### src/rtl/mem_port_arbiter_if.sv
// Bundle of the instruction-fetch, data-access and unified memory port signals.
// The arbiter takes the slave view; requesters plus the RAM take the master view.
interface mem_port_arbiter_if #(
  parameter int ADDR_W = 32,
  parameter int DATA_W = 32
);
  localparam int STRB_W = DATA_W / 8;

  logic              inst_req;
  logic [ADDR_W-1:0] inst_addr;
  logic              inst_gnt;
  logic              inst_rvalid;
  logic [DATA_W-1:0] inst_rdata;

  logic              data_req;
  logic [STRB_W-1:0] data_wen;
  logic [ADDR_W-1:0] data_addr;
  logic [DATA_W-1:0] data_wdata;
  logic              data_gnt;
  logic              data_rvalid;
  logic [DATA_W-1:0] data_rdata;

  logic              mem_en;
  logic [STRB_W-1:0] mem_wen;
  logic [ADDR_W-1:0] mem_addr;
  logic [DATA_W-1:0] mem_wdata;
  logic [DATA_W-1:0] mem_rdata;

  modport master (
    output inst_req, inst_addr,
    output data_req, data_wen, data_addr, data_wdata,
    output mem_rdata,
    input  inst_gnt, inst_rvalid, inst_rdata,
    input  data_gnt, data_rvalid, data_rdata,
    input  mem_en, mem_wen, mem_addr, mem_wdata
  );

  modport slave (
    input  inst_req, inst_addr,
    input  data_req, data_wen, data_addr, data_wdata,
    input  mem_rdata,
    output inst_gnt, inst_rvalid, inst_rdata,
    output data_gnt, data_rvalid, data_rdata,
    output mem_en, mem_wen, mem_addr, mem_wdata
  );
endinterface

### src/rtl/mem_port_arbiter.sv
// Shares one synchronous-read RAM port between inst fetch and data access: data wins,
// except inst wins after losing MAX_WAIT consecutive contended cycles. Read data 1 cycle after grant.
module mem_port_arbiter #(
  parameter int ADDR_W   = 32,
  parameter int DATA_W   = 32,
  parameter int MAX_WAIT = 4
) (
  input logic               clk,
  input logic               resetn,
  mem_port_arbiter_if.slave bus
);
  localparam int STRB_W = DATA_W / 8;
  localparam int CNT_W  = $clog2(MAX_WAIT + 1);
  localparam logic [CNT_W-1:0] CNT_MAX = CNT_W'(MAX_WAIT);

  logic [CNT_W-1:0]  starve_cnt;
  logic              inst_pend;
  logic              data_pend;
  logic              starved;
  logic              inst_gnt;
  logic              data_gnt;
  logic              data_rd;
  logic [ADDR_W-1:0] mux_addr;
  logic [STRB_W-1:0] mux_wen;
  logic [DATA_W-1:0] mux_wdata;

  assign starved = (starve_cnt == CNT_MAX);

  // Grants are gated by resetn so nothing reaches the RAM while reset is held.
  always_comb begin
    inst_gnt = 1'b0;
    data_gnt = 1'b0;
    if (resetn) begin
      if (bus.data_req && !(bus.inst_req && starved)) begin
        data_gnt = 1'b1;
      end else if (bus.inst_req) begin
        inst_gnt = 1'b1;
      end
    end
  end

  assign data_rd = data_gnt && (bus.data_wen == '0);

  always_comb begin
    mux_addr  = '0;
    mux_wen   = '0;
    mux_wdata = '0;
    if (data_gnt) begin
      mux_addr  = bus.data_addr;
      mux_wen   = bus.data_wen;
      mux_wdata = bus.data_wdata;
    end else if (inst_gnt) begin
      mux_addr  = bus.inst_addr;
    end
  end

  always_ff @(posedge clk or negedge resetn) begin
    if (!resetn) begin
      starve_cnt <= '0;
      inst_pend  <= 1'b0;
      data_pend  <= 1'b0;
    end else begin
      inst_pend <= inst_gnt;
      data_pend <= data_rd;
      // Only consecutive losses count; any cycle inst is idle or served restarts the count.
      if (bus.inst_req && !inst_gnt) begin
        if (!starved) begin
          starve_cnt <= starve_cnt + 1'b1;
        end
      end else begin
        starve_cnt <= '0;
      end
    end
  end

  assign bus.inst_gnt    = inst_gnt;
  assign bus.data_gnt    = data_gnt;
  assign bus.mem_en      = inst_gnt | data_gnt;
  assign bus.mem_wen     = mux_wen;
  assign bus.mem_addr    = mux_addr;
  assign bus.mem_wdata   = mux_wdata;
  assign bus.inst_rvalid = inst_pend;
  assign bus.data_rvalid = data_pend;
  assign bus.inst_rdata  = bus.mem_rdata;
  assign bus.data_rdata  = bus.mem_rdata;

  a_one_grant: assert property (@(posedge clk) disable iff (!resetn) !(inst_gnt && data_gnt));
  a_one_reader: assert property (@(posedge clk) disable iff (!resetn) !(inst_pend && data_pend));
endmodule

### src/flat_wrapper.sv
// flat-port wrapper written by rule: the top's interface ports become plain ports
module mem_port_arbiter_flat 
#(
  parameter int ADDR_W   = 32,
  parameter int DATA_W   = 32,
  parameter int MAX_WAIT = 4
)
  (clk, resetn, bus_inst_req, bus_inst_addr, bus_data_req, bus_data_wen, bus_data_addr, bus_data_wdata, bus_mem_rdata, bus_inst_gnt, bus_inst_rvalid, bus_inst_rdata, bus_data_gnt, bus_data_rvalid, bus_data_rdata, bus_mem_en, bus_mem_wen, bus_mem_addr, bus_mem_wdata);
  mem_port_arbiter_if #(.ADDR_W(ADDR_W), .DATA_W(DATA_W)) bus_i ();
  input logic clk;
  input logic resetn;
  input wire logic [$bits(bus_i.inst_req)-1:0] bus_inst_req;
  input wire logic [$bits(bus_i.inst_addr)-1:0] bus_inst_addr;
  input wire logic [$bits(bus_i.data_req)-1:0] bus_data_req;
  input wire logic [$bits(bus_i.data_wen)-1:0] bus_data_wen;
  input wire logic [$bits(bus_i.data_addr)-1:0] bus_data_addr;
  input wire logic [$bits(bus_i.data_wdata)-1:0] bus_data_wdata;
  input wire logic [$bits(bus_i.mem_rdata)-1:0] bus_mem_rdata;
  output wire logic [$bits(bus_i.inst_gnt)-1:0] bus_inst_gnt;
  output wire logic [$bits(bus_i.inst_rvalid)-1:0] bus_inst_rvalid;
  output wire logic [$bits(bus_i.inst_rdata)-1:0] bus_inst_rdata;
  output wire logic [$bits(bus_i.data_gnt)-1:0] bus_data_gnt;
  output wire logic [$bits(bus_i.data_rvalid)-1:0] bus_data_rvalid;
  output wire logic [$bits(bus_i.data_rdata)-1:0] bus_data_rdata;
  output wire logic [$bits(bus_i.mem_en)-1:0] bus_mem_en;
  output wire logic [$bits(bus_i.mem_wen)-1:0] bus_mem_wen;
  output wire logic [$bits(bus_i.mem_addr)-1:0] bus_mem_addr;
  output wire logic [$bits(bus_i.mem_wdata)-1:0] bus_mem_wdata;
  assign bus_i.inst_req = bus_inst_req;
  assign bus_i.inst_addr = bus_inst_addr;
  assign bus_i.data_req = bus_data_req;
  assign bus_i.data_wen = bus_data_wen;
  assign bus_i.data_addr = bus_data_addr;
  assign bus_i.data_wdata = bus_data_wdata;
  assign bus_i.mem_rdata = bus_mem_rdata;
  assign bus_inst_gnt = bus_i.inst_gnt;
  assign bus_inst_rvalid = bus_i.inst_rvalid;
  assign bus_inst_rdata = bus_i.inst_rdata;
  assign bus_data_gnt = bus_i.data_gnt;
  assign bus_data_rvalid = bus_i.data_rvalid;
  assign bus_data_rdata = bus_i.data_rdata;
  assign bus_mem_en = bus_i.mem_en;
  assign bus_mem_wen = bus_i.mem_wen;
  assign bus_mem_addr = bus_i.mem_addr;
  assign bus_mem_wdata = bus_i.mem_wdata;
  mem_port_arbiter #(.ADDR_W(ADDR_W), .DATA_W(DATA_W), .MAX_WAIT(MAX_WAIT)) u_core (.clk(clk), .resetn(resetn), .bus(bus_i));
endmodule
### config.mk
export PLATFORM = sky130hd
export DESIGN_NAME = mem_port_arbiter_flat
export DESIGN_NICKNAME = d
export VERILOG_FILES = /design/src/rtl/mem_port_arbiter_if.sv /design/src/rtl/mem_port_arbiter.sv /design/src/flat_wrapper.sv
export SDC_FILE = /design/constraint.sdc
export NUM_CORES = 1
export LEC_CHECK = 0
export BUFFER_PORTS_ARGS = -buffer_cell sky130_fd_sc_hd__buf_2
export CORE_AREA = 2 2 105 107
export DETAILED_ROUTE_END_ITERATION = 12
export DIE_AREA = 0 0 107 109
export HOLD_SLACK_MARGIN = 0.12
export PLACE_DENSITY = 0.59
export RECOVER_POWER = 25
export SLEW_MARGIN = 30
export SYNTH_ARGS = -nofsm -noshare
export SYNTH_HDL_FRONTEND = slang
export SYNTH_SLANG_ARGS = --single-unit
### constraint.sdc
create_clock -name clk -period 2.9 [get_ports clk]
set_input_delay 0.435 -clock clk [delete_from_list [all_inputs] [get_ports clk]]
set_output_delay 0.435 -clock clk [all_outputs]
set_load 0.02 [all_outputs]
==> results of run 1 <==
-- worst max path at each step --
stage / endpoint / slack [ns]
2_1_floorplan: bus_mem_addr[22] / 0.97
3_3_place_gp: bus_mem_addr[5] / 0.78
3_5_place_dp: bus_mem_addr[3] / 0.71
4_1_cts: bus_mem_addr[3] / 0.20
5_1_grt: bus_mem_addr[5] / 0.09
6_report: bus_mem_addr[7] / 0.20
-- per-stage QoR --
stage	std cells	setup WS, ns	utilization (%)
final	422	0.200	18.4
after global routing	422	0.0863	18.4
after global placement	417	0.780	17.9
after CTS	422	0.197	18.4
after detailed placement	417	0.708	17.9
after floorplan	172	0.974	-
-- critical path, delay by kind of cell --
family	cells	cell delay (ns)
AND/OR/NAND/NOR	1	0.10
AO/OA/AOI/OAI	2	0.40
buffers and inverters	4	1.31
-- synthesized netlist by cell type --
cell / n / share of area [%]
and2_1: 37 / 16
nand2b_1: 1 / 0.45
ha_1: 2 / 1.8
buf_6: 10 / 8.0
nand2_1: 3 / 0.80
a31oi_4: 1 / 1.5
o21ai_0: 1 / 0.36
clkbuf_2: 1 / 0.36
or3_1: 1 / 0.45
nand3_1: 1 / 0.36
a21oi_1: 1 / 0.36
or2b_1: 1 / 0.53
a311oi_1: 1 / 0.62
a21oi_4: 1 / 1.2
dfrtp_1: 5 / 8.9
o21a_1: 1 / 0.53
nor4_1: 1 / 0.45
nand4_1: 2 / 0.89
a21boi_1: 1 / 0.53
buf_4: 64 / 34
a22o_1: 32 / 20
inv_1: 2 / 0.53
nand2_2: 2 / 0.89
-- final cells by class --
cell class              instances  area [µm²]
fillers                      1198        8650
repair buffers                181         921
multi-input cells              90         676
well taps                     140         175
flip-flops and latches          5         125
clock buffers                   4        45.0
inverters                       2        7.51
-- sequential cells by signal, indices dropped and copies added, names as in the netlist --
name,count
u_core.bus.data_rvalid,1
u_core.starve_cnt,3
u_core.bus.inst_rvalid,1
-- power by group through the flow --
stage,logic (W),clock network (W),registers [W]
floorplan,0.000280,0,0.0000770
global placement,0.000271,0,0.0000763
detailed placement,0.000276,0,0.0000766
CTS,0.000278,0.000134,0.0000757
global route,0.000297,0.000141,0.0000763
finish,0.000274,0.000131,0.0000757
-- kinds of logic after synthesis --
kind of cell / share of synthesized area [%]
flip-flops: 8.90
adder cells (fa/ha/maj): 1.78
AO/OA/AOI/OAI: 25.0
AND/OR/NAND/NOR: 21.3
buffers and inverters: 43.1
-- per-layer routing --
layer,GRT usage (%),vias to the layer above,wire (µm)
li1,-,742,-
met2,16.2,133,2880
met4,6.03,0,313
met1,8.24,708,1910
met3,1.55,40,582
met5,0,-,0
==> summary.txt, run 1 <==
Clock tree
  – Htree depth: 1
  – # hold bufs at CTS: 1
  – TritonCTS clock tree: done
  – Post-CTS resize count: 0
  – Clk Latency, worst-skew pair: 0.22 ns
  – TritonCTS Buffers: 3
  – CTS Sinks: 5
  – Clock root cell: clkbuf_8
  – Clock buffer depth: 2
  – Number of setup buffers added after CTS: 0
  – Clock transition at path regs: 0.04 ns

Worst setup path
  – Reg2reg path depth: 5
  – Worst EP required: ~2.5 ns
  – Worst Path Arrival: ~2.3 ns
  – R2r startpoint: u_core.starve_cnt[0]$_DFFE_PN0P_
  – CP Launch Point: resetn
  – R2R setup slack: 1.40 ns
  – R2r endpoint: u_core.bus.data_rvalid$_DFF_PN0_
  – Kind of critical path: in -> out
  – CP startpoint kind: input pin
  – Crit path cell chain: dlygate4sd3_1 -> buf_2 -> nand2_2 -> a31oi_4 -> buf_4 -> a22o_1 -> buf_2
  – CP Capture Type: output port
  – Largest stage delay, worst path: approximately 0.52 ns
  – Top cell by count, worst path: buf_2
  – Slowest cell on crit path: dlygate4sd3_1
  – Crit path max fanout: 40

Final layout
  – Final nets: 421
  – Share of cells above drive strength 1: between 60% and 70%
  – # diodes: 0
  – Post-route cell area: 1950 µm²
  – Layout area overhead: 38.6%
  – Leading cell type in the layout, fill and taps excluded: buf_2
  – Most frequent cells in the layout: 176 x buf_2, 37 x and2_1, 32 x a22o_1

Logic synthesis
  – Count of state elements after synthesis: 5
  – Cells after synthesis: between 150 and 200
  – Syn nets: slightly above 300
  – Sequential fraction of the synthesis area: 8.90%
  – YS warnings: 0
  – Post-synth design cell area: 1410 µm²
  – Post-Syn Area per Cell: 8.18 µm²
  – Distinct cells, synth: 23

Timing
  – Fin Hold WS: ~0.52 ns
  – Hold Violations, Final: 0
  – Setup_tns: 0 ns
  – Final Critical Period: roughly 2.7 ns
  – Max transition margin: between 70 and 80%
  – Slew Viols, Final: 0
  – Worst-Margin Slew: around 0.34 ns
  – Setup Viol. Count Final: 0
  – Max frequency: ~370 MHz
  – Final Skew: approximately 0.0023 ns
  – RSZ-0062 raised after global routing: no
  – Fin crit share: 93.1%

Drt
  – Post-route DRC: 0
  – Iteration-0 DRC Markers: 26
  – Final ANT Viol Nets: 0
  – Routed len/inst: 13.5 µm
  – DR pass1 iterations: 4
  – Routed vias/inst: 3.85
  – Vias: 1623
  – Routed wire length: approximately 5700 µm

Status
  – Outcome: finished clean

Die
  – Ports: approximately 270
  – Die W: between 100 and 150 µm
  – Starting Density: about an eighth
  – Row cnt: 38
  – Die Ht: 109 µm
  – Die ar.: ~12000 µm²
  – Core region area: about 11000 µm²

Place
  – Routability cong.: approximately 0.76
  – DP HPWL: about 5000 µm
  – IO buf count: about 180
  – Area after DPL: 1890 µm²

Power and ir drop
  – P_leak: roughly 1.2 nW
  – Internal: a little under 0.0003 W
  – Total power: slightly below 0.0005 W
  – Comb pwr share: between 50% and 60%
  – Pwr dens: 247 nW/µm²
  – Seq pwr share: between 10% and 20%
  – Switching Share: about two fifths
  – VDD IR-drop max: between 50 and 60 µV
  – Sw power: about 0.00019 W
  – Clock network fraction of design power: between 20% and 30%

Min path
  – Worst hold path depth: 3
  – Hold Path End: u_core.bus.data_rvalid$_DFF_PN0_
  – Hold path startpoint: bus_data_wen[3]
  – Hold Crit Class: in -> reg

Global routing
  – Global-route wire length before repair: between 7000 and 8000 µm
  – Vias in the first global route: 1542
  – GR Util All Layers: ~8.5%
  – Initial antenna violation count: 0
  – GR Overflow Total: 0
  – Largest net degree at the start of global routing: 41

Job
  – Maxcap violations: 0
No activity file was read; power rests on OpenSTA's default activity.
==> run 2: changes to the inputs <==
--- a/config.mk
+++ b/config.mk
@@ -11,7 +11,8 @@
 export DIE_AREA = 0 0 107 109
 export HOLD_SLACK_MARGIN = 0.12
 export PLACE_DENSITY = 0.59
-export RECOVER_POWER = 25
+export RECOVER_POWER = 100
+export SETUP_SLACK_MARGIN = 0.2
 export SLEW_MARGIN = 30
 export SYNTH_ARGS = -nofsm -noshare
 export SYNTH_HDL_FRONTEND = slang
==> summary.txt, run 2 (same netlist as run 1, synthesis figures left out) <==
Global routing
  – GR Util All Layers: 8.56% (was 8.51%)
  – Initial antenna violation count: 0 (unchanged)
  – Largest net degree at the start of global routing: 41 (unchanged)
  – Global-route wire length before repair: 7660 µm (was 7620 µm)
  – Vias in the first global route: 1544 (was 1542)
  – GR Overflow Total: 0 (unchanged)

Final layout
  – Reg with most FFs: u_core.starve_cnt (unchanged)
  – Largest register FFs: 3 (unchanged)
  – Post-route cell area: 1860 µm² (was 1950 µm²)
  – Leading cell type in the layout, fill and taps excluded: buf_2 (unchanged)
  – # diodes: 0 (unchanged)
  – Most frequent cells in the layout: 117 x buf_2, 60 x clkbuf_1, 32 x a22o_1 (was 176 x buf_2, 37 x and2_1, 32 x a22o_1)
  – Final nets: 421 (unchanged)
  – Layout area overhead: 32.1% (was 38.6%)
  – Share of cells above drive strength 1: 44.7% (was 66.3%)

Drt
  – DR pass1 iterations: 4 (unchanged)
  – Post-route DRC: 0 (unchanged)
  – Iteration-0 DRC Markers: 36 (was 26)
  – Routed wire length: 5760 µm (was 5690 µm)
  – Routed vias/inst: 3.84 (was 3.85)
  – Vias: 1619 (was 1623)
  – Routed len/inst: 13.6 µm (was 13.5 µm)
  – Final ANT Viol Nets: 0 (unchanged)

Status
  – Outcome: finished clean (unchanged)

Power and ir drop
  – Clock network fraction of design power: 28.1% (was 27.3%)
  – Pwr dens: 251 nW/µm² (was 247 nW/µm²)
  – Sw power: 0.000190 W (was 0.000191 W)
  – Switching Share: 40.8% (was 39.7%)
  – Seq pwr share: 16.2% (was 15.7%)
  – Comb pwr share: 55.7% (was 57.0%)
  – Total power: 0.000467 W (was 0.000481 W)
  – VDD IR-drop max: 53.8 µV (about the same)
  – P_leak: 0.934 nW (was 1.18 nW)
  – Internal: 0.000277 W (was 0.000290 W)

Place
  – DP HPWL: 4990 µm (unchanged)
  – Area after DPL: 1890 µm² (unchanged)
  – Routability cong.: 0.758 (unchanged)
  – IO buf count: 176 (unchanged)

Worst setup path
  – Slowest cell on crit path: buf_4 (was dlygate4sd3_1)
  – Kind of critical path: reg -> out (was in -> out)
  – Worst EP required: 2.47 ns (about the same)
  – Largest stage delay, worst path: 0.37 ns (was 0.52 ns)
  – CP Capture Type: output port (unchanged)
  – Worst Path Arrival: 2.04 ns (was 2.26 ns)
  – Crit path max fanout: 40 (unchanged)
  – Crit path cell chain: inv_1 -> ha_1 -> a31oi_1 -> buf_4 -> a22o_1 -> clkbuf_1 (was dlygate4sd3_1 -> buf_2 -> nand2_2 -> a31oi_4 -> buf_4 -> a22o_1 -> buf_2)
  – CP startpoint kind: flip-flop (was input pin)

Clock tree
  – TritonCTS clock tree: done (unchanged)
  – Number of setup buffers added after CTS: 0 (unchanged)
  – # hold bufs at CTS: 1 (unchanged)
  – Clock root cell: clkbuf_8 (unchanged)
  – Clock buffer depth: 2 (unchanged)
  – Clk Latency, worst-skew pair: 0.22 ns (about the same)
  – Clock transition at path regs: 0.04 ns (about the same)
  – TritonCTS Buffers: 3 (unchanged)
  – Htree depth: 1 (unchanged)
  – CTS Sinks: 5 (unchanged)
  – Post-CTS resize count: 0 (unchanged)

Die
  – Core region area: 10600 µm² (unchanged)
  – Die ar.: 11700 µm² (unchanged)
  – Die Ht: 109 µm (unchanged)
  – Starting Density: 13.3% (unchanged)
  – Die W: 107 µm (unchanged)
  – Row cnt: 38 (unchanged)
  – Ports: 273 (unchanged)

Timing
  – Worst-Margin Slew: 0.363 ns (was 0.343 ns)
  – Max transition margin: 75.8% (was 77.2%)
  – RSZ-0062 raised after global routing: no (unchanged)
  – Fin crit share: 85.2% (was 93.1%)
  – Max frequency: 405 MHz (was 370 MHz)
  – Fin Hold WS: 0.502 ns (was 0.522 ns)
  – Final Skew: 0.00190 ns (was 0.00232 ns)
  – Final Critical Period: 2.47 ns (was 2.70 ns)
  – Setup_tns: 0 ns (unchanged)
  – Setup Viol. Count Final: 0 (unchanged)
  – Hold Violations, Final: 0 (unchanged)
  – Slew Viols, Final: 0 (unchanged)

Min path
  – Hold Crit Class: in -> reg (unchanged)

Job
  – Maxcap violations: 0 (unchanged)
## run 2: worst paths after layout
| path | endpoint | cells after the start | startpoint | slack (ns) |
|---|---|---|---|---|
| max | bus_mem_addr[7] | 6 | u_core.starve_cnt[0]$_DFFE_PN0P_ | 0.43 |
| min | u_core.starve_cnt[2]$_DFFE_PN0P_ | 3 | bus_inst_req | 0.50 |
| max reg2reg | u_core.bus.data_rvalid$_DFF_PN0_ | 5 | u_core.starve_cnt[0]$_DFFE_PN0P_ | 1.40 |
| min reg2reg | u_core.starve_cnt[2]$_DFFE_PN0P_ | 1 | u_core.starve_cnt[2]$_DFFE_PN0P_ | 0.56 |
| max in group asynchronous | u_core.bus.data_rvalid$_DFF_PN0_ | 2 | resetn | 1.81 |
| min in group asynchronous | u_core.starve_cnt[0]$_DFFE_PN0P_ | 2 | resetn | 0.89 |
## run 2: per-stage QoR
stage | worst slack (ns) | util [%] | cells
floorplan | 0.974 | - | 172
global placement | 0.780 | 17.9 | 417
detailed placement | 0.708 | 17.9 | 417
CTS | 0.466 | 18.4 | 422
global route | 0.259 | 17.5 | 422
finish | 0.428 | 17.5 | 422
## run 2: area by class of cell
class,instances,area (µm²)
fill,1230,8740
timing repair buffer,181,847
multi-input combinational,90,658
tap,140,175
sequential,5,125
clock buffer,4,45.0
inverter,2,7.51
## run 2: metal layers
layer	part of all wire, %	GRT usage (%)	wire, µm	vias up
met5	0	0	0	-
met2	51	16.4	2940	131
met1	34	8.28	1930	705
li1	-	-	-	743
met3	10	1.55	576	40
met4	5.3	6.03	304	0
## run 2: power groups by stage
stage               Sequential, W  Combinational [W]  Clock, W
floorplan               0.0000770           0.000280         0
CTS                     0.0000757           0.000278  0.000134
finish                  0.0000756           0.000260  0.000132
global placement        0.0000763           0.000271         0
global route            0.0000761           0.000283  0.000141
detailed placement      0.0000766           0.000276         0
## run 2: critical path: cells and delay by family (launching register included)
kind / cells / cell delay, ns
compound gates: 2 / 0.49
buf+inv: 3 / 0.69
flops: 1 / 0.36
fa+ha+maj: 1 / 0.25
